[config.mk]
export PLATFORM = sky130hd
export DESIGN_NAME = vga_console_writer_flat
export DESIGN_NICKNAME = d
export VERILOG_FILES = /design/src/rtl/vga_console_writer_if.sv /design/src/rtl/vga_console_writer.sv /design/src/flat_wrapper.sv
export SDC_FILE = /design/constraint.sdc
export NUM_CORES = 1
export LEC_CHECK = 0
export ABC_AREA = 1
export CORE_MARGIN = 10
export CORE_UTILIZATION = 59
export CTS_CLUSTER_SIZE = 10
export DETAILED_ROUTE_END_ITERATION = 12
export PLACE_DENSITY = 0.82
export SETUP_SLACK_MARGIN = 0.05
export SLEW_MARGIN = 25
export SYNTH_ARGS = -nofsm -noshare
export SYNTH_HDL_FRONTEND = slang
export SYNTH_SLANG_ARGS = --single-unit
export TNS_END_PERCENT = 20
[constraint.sdc]
create_clock -name clk -period 5.3 [get_ports clk]
set_input_delay 1.06 -clock clk [delete_from_list [all_inputs] [get_ports clk]]
set_output_delay 1.06 -clock clk [all_outputs]
set_load 0.02 [all_outputs]
[src/rtl/vga_console_writer_if.sv]
// Character-stream and memory-write signals of the VGA console writer.
// slave: the writer itself. master: the CPU port / arbiter side.
interface vga_console_writer_if #(
    parameter int unsigned WORD_SIZE  = 32,
    parameter int unsigned ASCII_SIZE = 8
);
    logic                  charValid;
    logic [ASCII_SIZE-1:0] charData;
    logic                  charReady;
    logic                  memWriteEn;
    logic [WORD_SIZE-1:0]  memWriteAdd;
    logic [WORD_SIZE-1:0]  memDataWrite;
    logic                  memWriteGnt;

    modport master (
        output charValid, charData, memWriteGnt,
        input  charReady, memWriteEn, memWriteAdd, memDataWrite
    );

    modport slave (
        input  charValid, charData, memWriteGnt,
        output charReady, memWriteEn, memWriteAdd, memDataWrite
    );
endinterface

[src/rtl/vga_console_writer.sv]
// Writes a character stream into the VGA text region of main memory as packed
// words, tracking a text cursor. Handles printable characters, newline (pad the
// rest of the row with spaces) and form feed (clear the whole screen).
module vga_console_writer #(
    parameter int unsigned WORD_SIZE      = 32,
    parameter int unsigned ASCII_SIZE     = 8,
    parameter int unsigned CHARS_HORZ     = 80,
    parameter int unsigned CHARS_VERT     = 60,
    parameter int unsigned VGA_MEM_OFFSET = 0,
    localparam int unsigned COL_W = $clog2(CHARS_HORZ),
    localparam int unsigned ROW_W = $clog2(CHARS_VERT)
) (
    input  logic                    clk,
    input  logic                    reset,
    vga_console_writer_if.slave     bus,
    output logic [COL_W-1:0]        cursorCol,
    output logic [ROW_W-1:0]        cursorRow,
    output logic                    busy
);
    localparam int unsigned CPW           = WORD_SIZE / ASCII_SIZE;
    localparam int unsigned WORDS_PER_ROW = CHARS_HORZ / CPW;
    localparam int unsigned TOTAL_WORDS   = CHARS_HORZ * CHARS_VERT / CPW;

    localparam logic [ASCII_SIZE-1:0] CH_SPACE = ASCII_SIZE'(8'h20);
    localparam logic [ASCII_SIZE-1:0] CH_TILDE = ASCII_SIZE'(8'h7E);
    localparam logic [ASCII_SIZE-1:0] CH_LF    = ASCII_SIZE'(8'h0A);
    localparam logic [ASCII_SIZE-1:0] CH_FF    = ASCII_SIZE'(8'h0C);
    localparam logic [WORD_SIZE-1:0]  SPACES   = {CPW{CH_SPACE}};
    localparam logic [WORD_SIZE-1:0]  BASE     = WORD_SIZE'(VGA_MEM_OFFSET);

    typedef enum logic [1:0] {StAccept, StWrite, StPad, StClear} state_e;

    state_e                 state_q, state_d;
    logic [COL_W-1:0]       col_q, col_d;
    logic [ROW_W-1:0]       row_q, row_d;
    logic [WORD_SIZE-1:0]   word_buf_q, word_buf_d;
    logic [WORD_SIZE-1:0]   idx_q, idx_d;
    logic                   we_q, we_d;
    logic [WORD_SIZE-1:0]   add_q, add_d;
    logic [WORD_SIZE-1:0]   data_q, data_d;

    logic [WORD_SIZE-1:0]   lin_pos, slot, char_addr, row_base, pad_start;
    logic [WORD_SIZE-1:0]   char_word;
    logic [ROW_W-1:0]       row_next;
    logic                   printable;

    // Cursor-derived addressing and the word with the incoming character inserted.
    always_comb begin
        lin_pos   = WORD_SIZE'(row_q) * WORD_SIZE'(CHARS_HORZ) + WORD_SIZE'(col_q);
        slot      = WORD_SIZE'(col_q) % WORD_SIZE'(CPW);
        char_addr = BASE + lin_pos / WORD_SIZE'(CPW);
        row_base  = BASE + WORD_SIZE'(row_q) * WORD_SIZE'(WORDS_PER_ROW);
        pad_start = (WORD_SIZE'(col_q) + WORD_SIZE'(CPW - 1)) / WORD_SIZE'(CPW);
        row_next  = (row_q == ROW_W'(CHARS_VERT - 1)) ? '0 : row_q + ROW_W'(1);
        printable = (bus.charData >= CH_SPACE) && (bus.charData <= CH_TILDE);
        // A fresh word starts as all spaces; slot 0 is the most significant byte.
        char_word = (slot == '0) ? SPACES : word_buf_q;
        for (int i = 0; i < int'(CPW); i++) begin
            if (slot == WORD_SIZE'(i)) begin
                char_word[WORD_SIZE-1-i*ASCII_SIZE -: ASCII_SIZE] = bus.charData;
            end
        end
    end

    // Next-state logic: character decode, write handshake, row pad and screen clear.
    always_comb begin
        state_d    = state_q;
        col_d      = col_q;
        row_d      = row_q;
        word_buf_d = word_buf_q;
        idx_d      = idx_q;
        we_d       = we_q;
        add_d      = add_q;
        data_d     = data_q;
        unique case (state_q)
            StAccept: begin
                if (bus.charValid) begin
                    if (printable) begin
                        word_buf_d = char_word;
                        data_d     = char_word;
                        add_d      = char_addr;
                        we_d       = 1'b1;
                        state_d    = StWrite;
                    end else if (bus.charData == CH_LF) begin
                        if (pad_start == WORD_SIZE'(WORDS_PER_ROW)) begin
                            // Cursor already in the last word of the row: nothing to pad.
                            col_d = '0;
                            row_d = row_next;
                        end else begin
                            idx_d   = pad_start;
                            add_d   = row_base + pad_start;
                            data_d  = SPACES;
                            we_d    = 1'b1;
                            state_d = StPad;
                        end
                    end else if (bus.charData == CH_FF) begin
                        idx_d   = '0;
                        add_d   = BASE;
                        data_d  = SPACES;
                        we_d    = 1'b1;
                        state_d = StClear;
                    end
                end
            end
            StWrite: begin
                if (bus.memWriteGnt) begin
                    we_d    = 1'b0;
                    state_d = StAccept;
                    if (col_q == COL_W'(CHARS_HORZ - 1)) begin
                        col_d = '0;
                        row_d = row_next;
                    end else begin
                        col_d = col_q + COL_W'(1);
                    end
                end
            end
            StPad: begin
                if (bus.memWriteGnt) begin
                    if (idx_q == WORD_SIZE'(WORDS_PER_ROW - 1)) begin
                        we_d    = 1'b0;
                        col_d   = '0;
                        row_d   = row_next;
                        state_d = StAccept;
                    end else begin
                        idx_d = idx_q + WORD_SIZE'(1);
                        add_d = add_q + WORD_SIZE'(1);
                    end
                end
            end
            StClear: begin
                if (bus.memWriteGnt) begin
                    if (idx_q == WORD_SIZE'(TOTAL_WORDS - 1)) begin
                        we_d    = 1'b0;
                        col_d   = '0;
                        row_d   = '0;
                        state_d = StAccept;
                    end else begin
                        idx_d = idx_q + WORD_SIZE'(1);
                        add_d = add_q + WORD_SIZE'(1);
                    end
                end
            end
            default: state_d = StAccept;
        endcase
    end

    // State and registered outputs; reset abandons any in-flight write immediately.
    always_ff @(posedge clk or posedge reset) begin
        if (reset) begin
            state_q    <= StAccept;
            col_q      <= '0;
            row_q      <= '0;
            word_buf_q <= '0;
            idx_q      <= '0;
            we_q       <= 1'b0;
            add_q      <= '0;
            data_q     <= '0;
        end else begin
            state_q    <= state_d;
            col_q      <= col_d;
            row_q      <= row_d;
            word_buf_q <= word_buf_d;
            idx_q      <= idx_d;
            we_q       <= we_d;
            add_q      <= add_d;
            data_q     <= data_d;
        end
    end

    assign bus.charReady    = (state_q == StAccept);
    assign busy             = (state_q != StAccept);
    assign bus.memWriteEn   = we_q;
    assign bus.memWriteAdd  = add_q;
    assign bus.memDataWrite = data_q;
    assign cursorCol        = col_q;
    assign cursorRow        = row_q;
endmodule

[src/flat_wrapper.sv]
// flat-port wrapper written by rule: the top's interface ports become plain ports
module vga_console_writer_flat 
#(
    parameter int unsigned WORD_SIZE      = 32,
    parameter int unsigned ASCII_SIZE     = 8,
    parameter int unsigned CHARS_HORZ     = 80,
    parameter int unsigned CHARS_VERT     = 60,
    parameter int unsigned VGA_MEM_OFFSET = 0,
    localparam int unsigned COL_W = $clog2(CHARS_HORZ),
    localparam int unsigned ROW_W = $clog2(CHARS_VERT)
)
  (clk, reset, cursorCol, cursorRow, busy, bus_charValid, bus_charData, bus_memWriteGnt, bus_charReady, bus_memWriteEn, bus_memWriteAdd, bus_memDataWrite);
  vga_console_writer_if #(.WORD_SIZE(WORD_SIZE), .ASCII_SIZE(ASCII_SIZE)) bus_i ();
  input  logic clk;
  input  logic reset;
  output logic [COL_W-1:0] cursorCol;
  output logic [ROW_W-1:0] cursorRow;
  output logic busy;
  input wire logic [$bits(bus_i.charValid)-1:0] bus_charValid;
  input wire logic [$bits(bus_i.charData)-1:0] bus_charData;
  input wire logic [$bits(bus_i.memWriteGnt)-1:0] bus_memWriteGnt;
  output wire logic [$bits(bus_i.charReady)-1:0] bus_charReady;
  output wire logic [$bits(bus_i.memWriteEn)-1:0] bus_memWriteEn;
  output wire logic [$bits(bus_i.memWriteAdd)-1:0] bus_memWriteAdd;
  output wire logic [$bits(bus_i.memDataWrite)-1:0] bus_memDataWrite;
  assign bus_i.charValid = bus_charValid;
  assign bus_i.charData = bus_charData;
  assign bus_i.memWriteGnt = bus_memWriteGnt;
  assign bus_charReady = bus_i.charReady;
  assign bus_memWriteEn = bus_i.memWriteEn;
  assign bus_memWriteAdd = bus_i.memWriteAdd;
  assign bus_memDataWrite = bus_i.memDataWrite;
  vga_console_writer #(.WORD_SIZE(WORD_SIZE), .ASCII_SIZE(ASCII_SIZE), .CHARS_HORZ(CHARS_HORZ), .CHARS_VERT(CHARS_VERT), .VGA_MEM_OFFSET(VGA_MEM_OFFSET)) u_core (.clk(clk), .reset(reset), .bus(bus_i), .cursorCol(cursorCol), .cursorRow(cursorRow), .busy(busy));
endmodule
==> metrics.txt <==
total die area 21700 um^2; DRT iter0 DRCs 957; syn avg cell area 6.92 um^2; dpl hpwl 18800 um; Synth top area share 0.378; PwrDens 479 nW/um^2; fmax 0.292 GHz; Post-CTS Setup Inserts 0; crit share post-route 0.645; Worst Setup Slack, final 1.88 ns; CTS resizes 0; Vias 9318; Tmin final 3.42 ns; CTS Buf Count 17; hold_ws 0.472 ns; DR DRC count 0; most frequent cell after synthesis nand2_1; hold buffers post-CTS 0; htree depth 4; Setup Crit Path Kind reg -> out; dpl cell area 10500 um^2; worst hold path class reg -> reg; Unique masters post-synth 41; Ports 92; area delta synth->final 17.1%; WL/cell 15.6 um; finished layout cell area 11200 um^2; clock skew 0.0138 ns; Cells after Synth 1379; Max Cap Viol 0; CP required 4.24 ns; largest cells by area after synthesis dfrtp_1 38%, nand2_1 16%, inv_1 6.0%; total gr overflow 0; latest clock arrival within the worst-skew pair 0.44 ns; FFs w/ async S/R, synth 1.00; Max Slew Vio Count 0; Die Wd 147 um; fin nets 1484; die height 147 um; post-synthesis sequential area ratio 0.378; Core Area 15900 um^2; Post-Route WL 26100 um; Top FF cell, synth dfrtp_1; Syn Std Cell Area 9540 um^2; RD Place Congestion 0.959; CTS sink count 144; largest net degree at the start of global routing 82; number of synthesized flops with an enable pin 0; initial antenna violation count 0; Synth top cells by count 415 x nand2_1, 152 x inv_1, 152 x nor2_1, 144 x dfrtp_1, 105 x o21ai_0; CTS tree done; number of nets with antenna violations after routing 0; Total GRT Usage 0.240; share of cells above drive strength 1 0.0664; Final Core Density 0.703; # rows 46; status complete, no violations; crit path max fanout 37; clock-pin slew on the worst setup and hold paths 0.07 ns; sum of negative setup slack 0 ns; final setup fails 0; FF+latch count, synth 144; unrepaired setup endpoints after global routing no; Clock Tree Root clkbuf_16; Leakage 5.05 nW; crit path launch type register; VDD IR max 0.383 mV; Hold Vio Cnt, Final 0; Syn Nets 1416; post-synth top area cell dfrtp_1; first-pass GRT wire length 43500 um; YS warnings 0; Worst-Margin Slew 1.10 ns; area of the multi-input gates 5100 um^2; Initial Utilization 0.600; Avg Vias per Cell 5.56; Placement Setup Slack 1.33 ns; Worst Path Arrival 2.36 ns; Inserted Diodes 0; Register Area 3600 um^2; Critical Path Sink Type output pin; number of global-route vias before repair 8747; Longest Clk Path Bufs 2; PortBufs 91; First-pass DRT Iterations 6; Fill cells 1305; Max-Slew Margin vs Limit 0.261
==> cell families after synthesis <==
logic type | Yosys count | synth area share
buf+inv | 205 | 0.0885
xor+xnor | 41 | 0.0376
compound gates | 193 | 0.114
flops | 144 | 0.378
fa+ha+maj | 25 | 0.0352
simple gates | 771 | 0.347
==> worst max-delay path: stages, from the launching register on <==
cell	delay (ns)
dfrtp_1	0.48
buf_4	0.47
nor2_8	0.12
inv_1	0.19
clkdlybuf4s50_1	0.64
==> report_power, final <==
part	total, mW	internal, mW	switching (mW)
Combinational	2.45	0.843	1.61
Clock	1.26	0.725	0.534
Sequential	1.64	1.39	0.259
Total	5.35	2.95	2.40
==> area by class of cell <==
type	instances	area share
Multi-Input combinational cell	1030	0.457
Clock inverter	14	0.0155
Inverter	156	0.0529
Tap cell	216	0.0242
Clock buffer	18	0.0393
Sequential cell	144	0.323
Timing Repair Buffer	98	0.0881
==> routing by layer <==
| metal | GRT usage | share of wire |
|---|---|---|
| met2 | 0.386 | 0.46 |
| met5 | 0 | 0 |
| met1 | 0.315 | 0.44 |
| met3 | 0.0507 | 0.073 |
| met4 | 0.0833 | 0.023 |
==> per-stage QoR <==
stage               cells  total power [mW]
global placement     1643              3.99
detailed placement   1643              4.07
global route         1676              5.70
CTS                  1675              5.34
floorplan            1379              3.27
finish               1676              5.35
==> cell usage in the layout, fill, tap and decap left out, types with 4 or more instances in the layout <==
cell and count:
nor3_1 45, ha_1 22, inv_1 151, o211ai_1 16, xnor2_1 5, clkdlybuf4s50_1 91, nand2_1 414, o21ai_2 14
a21oi_1 21, nor2_1 151, clkbuf_16 17, xor2_1 36, o22ai_1 11, nand3_1 93, or2_2 10, o21ai_1 22
inv_6 7, inv_2 4, nand4_1 19, dfrtp_1 144, nand2_2 12, o21ai_0 105, buf_4 6, nand3b_1 5
==> path summary, 6_finish.rpt <==
kind	cells after the start	start	slack (ns)	to
max in group asynchronous	3	reset	3.25	u_core.bus.memWriteAdd[6]$_DFFE_PP0P_
worst max-delay path	4	u_core.state_q[1]$_DFFE_PP0P_	1.88	busy
min in group asynchronous	2	reset	1.14	u_core.idx_q[12]$_DFFE_PP0P_
worst max register to register	18	u_core.cursorCol[0]$_DFFE_PP0P_	2.09	u_core.bus.memWriteAdd[6]$_DFFE_PP0P_
worst min register to register	2	u_core.bus.memDataWrite[3]$_DFFE_PP0P_	0.47	u_core.bus.memDataWrite[3]$_DFFE_PP0P_
worst min-delay path	2	u_core.bus.memDataWrite[3]$_DFFE_PP0P_	0.47	u_core.bus.memDataWrite[3]$_DFFE_PP0P_
==> registers in the layout (all words and copies together) (netlist names) <==
register / cells
u_core.bus.memDataWrite: 32
u_core.bus.memWriteAdd: 32
u_core.bus.memWriteEn: 1
u_core.cursorCol: 7
u_core.cursorRow: 6
u_core.idx_q: 32
u_core.state_q: 2
u_core.word_buf_q: 32
No activity file was read; power rests on OpenSTA's default activity.
